### config.mk
export PLATFORM = sky130hd
export DESIGN_NAME = clk_div_flat
export DESIGN_NICKNAME = d
export VERILOG_FILES = /design/src/rtl/clk_div_if.sv /design/src/rtl/clk_div.sv /design/src/flat_wrapper.sv
export SDC_FILE = /design/constraint.sdc
export NUM_CORES = 1
export LEC_CHECK = 0
export BUFFER_PORTS_ARGS = -buffer_cell sky130_fd_sc_hd__buf_2
export CORE_ASPECT_RATIO = 1.1
export CORE_MARGIN = 2
export CORE_UTILIZATION = 52
export CTS_CLUSTER_DIAMETER = 50
export DETAILED_ROUTE_END_ITERATION = 10
export PLACE_DENSITY = 0.74
export SLEW_MARGIN = 40
export SYNTH_ARGS = -nofsm -noshare
export SYNTH_HDL_FRONTEND = slang
export SYNTH_SLANG_ARGS = --single-unit
### constraint.sdc
create_clock -name i_clk_sys -period 3.26 [get_ports i_clk_sys]
set_input_delay 0.163 -clock i_clk_sys [delete_from_list [all_inputs] [get_ports i_clk_sys]]
set_output_delay 0.163 -clock i_clk_sys [all_outputs]
set_load 0.01 [all_outputs]
### src/rtl/clk_div_if.sv
// Ratio/output bundle for the programmable clock divider.
// The master side programs the ratio and receives the divided clock.
interface clk_div_if #(
   parameter int DIV_W = 8
);
   logic [DIV_W-1:0] div_num;
   logic             clk_out;

   modport master (output div_num, input clk_out);
   modport slave  (input div_num, output clk_out);
endinterface

### src/rtl/clk_div.sv
// Programmable integer clock divider with 50% duty for even and odd ratios.
//
// state (r_div_q / r_byp_sel)  | meaning
// -----------------------------+-----------------------------------------------
// div_q = 0                    | disabled, clk_out held low, counter held at 0
// div_q = 1, byp_sel = 1       | bypass, clk_out = source clock
// div_q >= 2, even             | clk_out = pos_q, high for div_q/2 cycles
// div_q >= 3, odd              | clk_out = pos_q | neg_q, high for div_q/2 cycles
//
// The active ratio reloads only when a period wraps, or every cycle while
// the divider is disabled or bypassed, so a running period is never cut short.
// The bypass select moves on a falling edge with the divided output low, when
// both mux inputs are low. While the bypass is still selected the divided
// output is suppressed; leaving bypass therefore costs one divided period.
module clk_div #(
   parameter int DIV_W = 8
) (
   input  logic      i_clk_sys,
   input  logic      i_rst_b,
   clk_div_if.slave  if_div
);

   logic [DIV_W-1:0] w_div_num;
   logic [DIV_W-1:0] r_div_q;
   logic [DIV_W-1:0] r_cnt;
   logic [DIV_W-1:0] w_div_nxt;
   logic [DIV_W-1:0] w_cnt_nxt;
   logic             w_load;
   logic             w_pos_nxt;
   logic             r_pos_q;
   logic             r_neg_q;
   logic             r_byp_sel;
   logic             w_div_out;

   assign w_div_num = if_div.div_num;

   // Next ratio and count; pos_q is computed from the post-edge count so the
   // output rises on the same edge that starts a period
   always_comb begin
      w_load    = (r_div_q <= DIV_W'(1)) || (r_cnt == r_div_q - DIV_W'(1));
      w_div_nxt = r_div_q;
      w_cnt_nxt = r_cnt + DIV_W'(1);
      if (w_load) begin
         w_div_nxt = w_div_num;
         w_cnt_nxt = '0;
      end
      w_pos_nxt = (w_div_nxt >= DIV_W'(2)) &&
                  (w_cnt_nxt < (w_div_nxt >> 1)) &&
                  !r_byp_sel;
   end

   // Rising-edge counter, active ratio and high-phase flag
   always_ff @(posedge i_clk_sys or negedge i_rst_b) begin
      if (!i_rst_b) begin
         r_div_q <= '0;
         r_cnt   <= '0;
         r_pos_q <= 1'b0;
      end else begin
         r_div_q <= w_div_nxt;
         r_cnt   <= w_cnt_nxt;
         r_pos_q <= w_pos_nxt;
      end
   end

   // Falling-edge helpers: half-cycle extension for odd ratios, bypass select
   always_ff @(negedge i_clk_sys or negedge i_rst_b) begin
      if (!i_rst_b) begin
         r_neg_q   <= 1'b0;
         r_byp_sel <= 1'b0;
      end else begin
         r_neg_q <= r_pos_q;
         if (!w_div_out) begin
            r_byp_sel <= (r_div_q == DIV_W'(1));
         end
      end
   end

   // neg_q only matters for odd ratios; it is low whenever div_q changes parity
   assign w_div_out = r_pos_q | (r_neg_q & r_div_q[0]);

   // Output mux: source clock in bypass, divided clock otherwise
   assign if_div.clk_out = r_byp_sel ? i_clk_sys : w_div_out;

endmodule

### src/flat_wrapper.sv
// flat-port wrapper written by rule: the top's interface ports become plain ports
module clk_div_flat 
#(
   parameter int DIV_W = 8
)
  (i_clk_sys, i_rst_b, if_div_div_num, if_div_clk_out);
  clk_div_if #(.DIV_W(DIV_W)) if_div_i ();
  input  logic i_clk_sys;
  input  logic i_rst_b;
  input wire logic [$bits(if_div_i.div_num)-1:0] if_div_div_num;
  output wire logic [$bits(if_div_i.clk_out)-1:0] if_div_clk_out;
  assign if_div_i.div_num = if_div_div_num;
  assign if_div_clk_out = if_div_i.clk_out;
  clk_div #(.DIV_W(DIV_W)) u_core (.i_clk_sys(i_clk_sys), .i_rst_b(i_rst_b), .if_div(if_div_i));
endmodule
Word-level counts from Yosys, hierarchy flattened:

Cells that the tools add are included.

* register bits: 19
* bits of input ports: 10
* output and inout port bits: 1

* reductions and logical operators: 4
* $lt $le $gt $ge: 3
* bitwise operators: 2
* muxes and demuxes: 3
* add/subtract/negate cells: 2
* equality and inequality tests: 2

Operators by type and width (count)
* two-way mux 8 bit: 2
* adder 8 x 1 -> 8 bit (second input constant): 1
* == test 8 x 1 -> 1 bit (second input constant): 1
* == test 8 bit: 1
* >= comparator 8 x 2 -> 1 bit (second input constant): 1
* less-or-equal comparator 8 x 1 -> 1 bit (second input constant): 1
* < comparator 8 x 7 -> 1 bit: 1
* subtractor 8 x 1 -> 8 bit (second input constant): 1
* logical AND 1 bit: 2
* bitwise AND 1 bit: 1
* logical NOT 1 bit: 1
* logical OR 1 bit: 1
* two-way mux 1 bit: 1
* OR 1 bit: 1

Depth between registers and ports, before layout:

* word-level depth: 7
* mapped depth: 15
* depth with buffers taken out: 14

==> impl_results.rst <==
.. list-table::
   :header-rows: 1

   * - Metric
     - Value
   * - Fraction of layout cells with a size suffix above 1
     - 0.2715
   * - Row count
     - 18
   * - Number of pins exceeding their max-slew limit in the final report
     - 0
   * - Core area
     - 0.002252 mm2
   * - Number of instances in the synthesized netlist
     - 127
   * - Slew at the pin closest to its max-slew limit
     - 0.4066 ns
   * - Maximum fanout along the worst path
     - 5
   * - Crit path DAT
     - 3.52 ns
   * - Vias in the first global route
     - 1,074
   * - #FFs+latches synth
     - 19
   * - PD cells
     - 1021 mW/mm2
   * - Clk_skew
     - 0.009133 ns
   * - Tcrit/Tclk final
     - 0.9726
   * - Final worst hold slack
     - 0.02337 ns
   * - Via density
     - 5.823
   * - Type of the worst setup path
     - flop to flop
   * - Remaining antenna violation count after routing
     - 0
   * - Initial Util
     - 0.5500
   * - Period minus WS final
     - 3.171 ns
   * - Critical Path End Type
     - flop
   * - Final Hold Fails
     - 0
   * - Setup TNS
     - 0 ns
   * - R2R Path Start
     - u_core.r_div_q[0]
   * - DPL Wire Length
     - 2151 um
   * - Syn_nets
     - 146
   * - DRC violation count after routing
     - 0
   * - Number of nets in the finished design
     - 171
   * - Starting DRT DRC Count
     - 27
   * - Wire length reported by the detailed router
     - 2793 um
   * - Count of boundary I/O pins
     - 11
   * - Type of origin of the critical path
     - flop
   * - Routed vias
     - 1,054
   * - Final number of setup-violating endpoints
     - 0
   * - Per-instance average area after synthesis
     - 9.753 um2
   * - Min-Delay Path Class
     - input port to flop
   * - Proportion of register bits with asynchronous set or reset after synthesis
     - 1.000
   * - Register area share after synthesis
     - 0.3838
   * - Number of antenna violations at the first check in global routing
     - 0
   * - Post-synth EDFFs
     - 0
   * - Area overhead of the layout relative to synthesis
     - 18.79%
   * - CP required
     - 3.61 ns
   * - Die H
     - 55.19 um
   * - Min-Delay Startpoint
     - if_div_div_num[4]
   * - Count of input and output buffers
     - 10
   * - Synth Warn #
     - 0
   * - Worst Setup Slack, final
     - 0.08928 ns
   * - Fmax achieved
     - 0.3154 GHz
   * - Startpoint of the worst setup timing path
     - u_core.r_div_q[0]
   * - Area of placed instances
     - 0.001359 mm2
   * - Final instance area
     - 0.001471 mm2
   * - Total gr overflow
     - 0
   * - Clock tree from TritonCTS
     - built
   * - First-pass GRT wire length
     - 4650 um
   * - Result of the run
     - completed
   * - Worst-path clk slew
     - 0.10 ns
   * - Post-place setup slack
     - 0.02431 ns
   * - Mapped cell area
     - 0.001239 mm2
   * - Post-synthesis cell type count
     - 43
   * - Top flip-flop cell by instance count after synthesis
     - dfrtp_1
   * - GR Util All Layers
     - 0.2385
   * - Total die area
     - 0.002789 mm2
   * - Maximum VDD drop
     - 0.0005913 V
   * - Largest net degree at the start of global routing
     - 20
   * - Die extent in x
     - 50.54 um
   * - Filler cells
     - 196
   * - Max-cap violations
     - 0
   * - Remaining max-slew budget at the tightest pin
     - 0.7289
   * - Router iterations before antenna repair
     - 4
   * - Static leakage power
     - 0.0006608 uW
   * - RD Place Congestion
     - 0.8539
   * - WL per Instance
     - 15.43 um
   * - Antenna fix cells
     - 0
   * - Worst skew pair latency
     - 0.41 ns
state kept, by name, summed over array words and instances, names as in the netlist:
signal,cells
u_core.r_cnt,8
u_core.r_div_q,8
u_core.r_byp_sel,1
u_core.r_neg_q,1
u_core.r_pos_q,1
critical path: stages (launching register included):
cell       delay, ns
dfrtp_2         0.44
or4_4           0.54
a211oi_2        0.26
a2bb2oi_2       0.10
a211o_1         0.33
nand2b_4        0.10
mux2_2          0.35
inv_2           0.05
ha_1            0.23
a21o_1          0.19
a211oi_2        0.20
o221a_1         0.19
o211a_1         0.13
what timing repair did:
action,CTS,global route
endpoints found under the hold margin,18,0
pin swaps,0,3
buffers inserted,0,1
hold buffers,2,0
endpoints found under the setup margin,1,1
gates resized for setup,1,9
logic make-up (layout without fill, tap and decap cells):
kind of cell    Yosys count  in the layout  synth area share
xor+xnor                 14             14           0.09898
simple gates             42             42            0.1717
mux                       6              6           0.05151
fa+ha+maj                 9              9           0.09091
flops                    19             19            0.3838
compound gates           24             24            0.1566
buf+inv                  13             37           0.04646
synthesized netlist by cell type (all sizes together) (2+ instances only):
master / count / area share
dfrtp: 17 / 0.34
nor2: 16 / 0.051
inv: 10 / 0.030
xnor2: 10 / 0.071
ha: 9 / 0.091
nand3: 8 / 0.032
nand2: 5 / 0.015
o21ai: 4 / 0.016
xor2: 4 / 0.028
a211oi: 3 / 0.022
a21o: 3 / 0.018
mux2: 3 / 0.027
mux2i: 3 / 0.024
nand2b: 3 / 0.017
a21oi: 2 / 0.0081
and3: 2 / 0.010
buf: 2 / 0.013
dfrtn: 2 / 0.040
nor3: 2 / 0.0081
nor4: 2 / 0.010
o211a: 2 / 0.016
final cells by class:
cell class                      instances  area (um2)  area share
Clock buffer                            8       53.80     0.03656
Multi-Input combinational cell         95       737.0      0.5009
Inverter                               10       37.54     0.02551
Tap cell                               30       37.54     0.02551
Sequential cell                        19       476.7      0.3240
Timing Repair Buffer                   19       128.9     0.08759
path summary, 6_finish.rpt:
path | slack [ns] | to | cells after the start
worst max register to register | 0.09 | u_core.r_pos_q | 12
worst min register to register | 0.52 | u_core.r_byp_sel | 2
min in group asynchronous | 0.20 | u_core.r_cnt[4] | 2
worst min-delay path | 0.02 | u_core.r_div_q[4] | 3
worst max-delay path | 0.09 | u_core.r_pos_q | 12
max in group asynchronous | 1.22 | u_core.r_byp_sel | 2
layout by cell type, fill, tap and decap left out, drive strengths merged, types with 2 or more instances in the layout:
master | Yosys | layout
dfrtn | 2 | 2
dfrtp | 17 | 17
buf | 2 | 18
inv | 10 | 10
a211oi | 3 | 3
nand2 | 5 | 5
clkbuf | 1 | 7
a21oi | 2 | 2
mux2 | 3 | 3
nor3 | 2 | 2
nor4 | 2 | 2
xnor2 | 10 | 10
ha | 9 | 9
o211a | 2 | 2
xor2 | 4 | 4
and3 | 2 | 2
nand2b | 3 | 3
a21o | 3 | 3
o21ai | 4 | 4
dlygate4sd3 | 0 | 2
nor2 | 16 | 16
mux2i | 3 | 3
nand3 | 8 | 8
stage by stage:
step | utilization | total power (uW) | std cells
global placement | 0.6033 | 1223 | 171
global route | 0.6533 | 1638 | 181
finish | 0.6533 | 1502 | 181
detailed placement | 0.6033 | 1258 | 171
floorplan | - | 1054 | 127
CTS | 0.6361 | 1437 | 180
per-layer routing:
layer,vias to the layer above,track usage,wire (um)
met5,-,0,0
met4,0,0.1486,51
met3,5,0.06989,100
met2,28,0.3640,1345
met1,519,0.3019,1296
li1,502,-,-
power by group:
| group | switching, uW | internal [uW] |
|---|---|---|
| Combinational | 417 | 416 |
| Sequential | 142 | 344 |
| Clock | 86.3 | 95.9 |
| Total | 646 | 856 |
(Power assumes the default switching activity.)
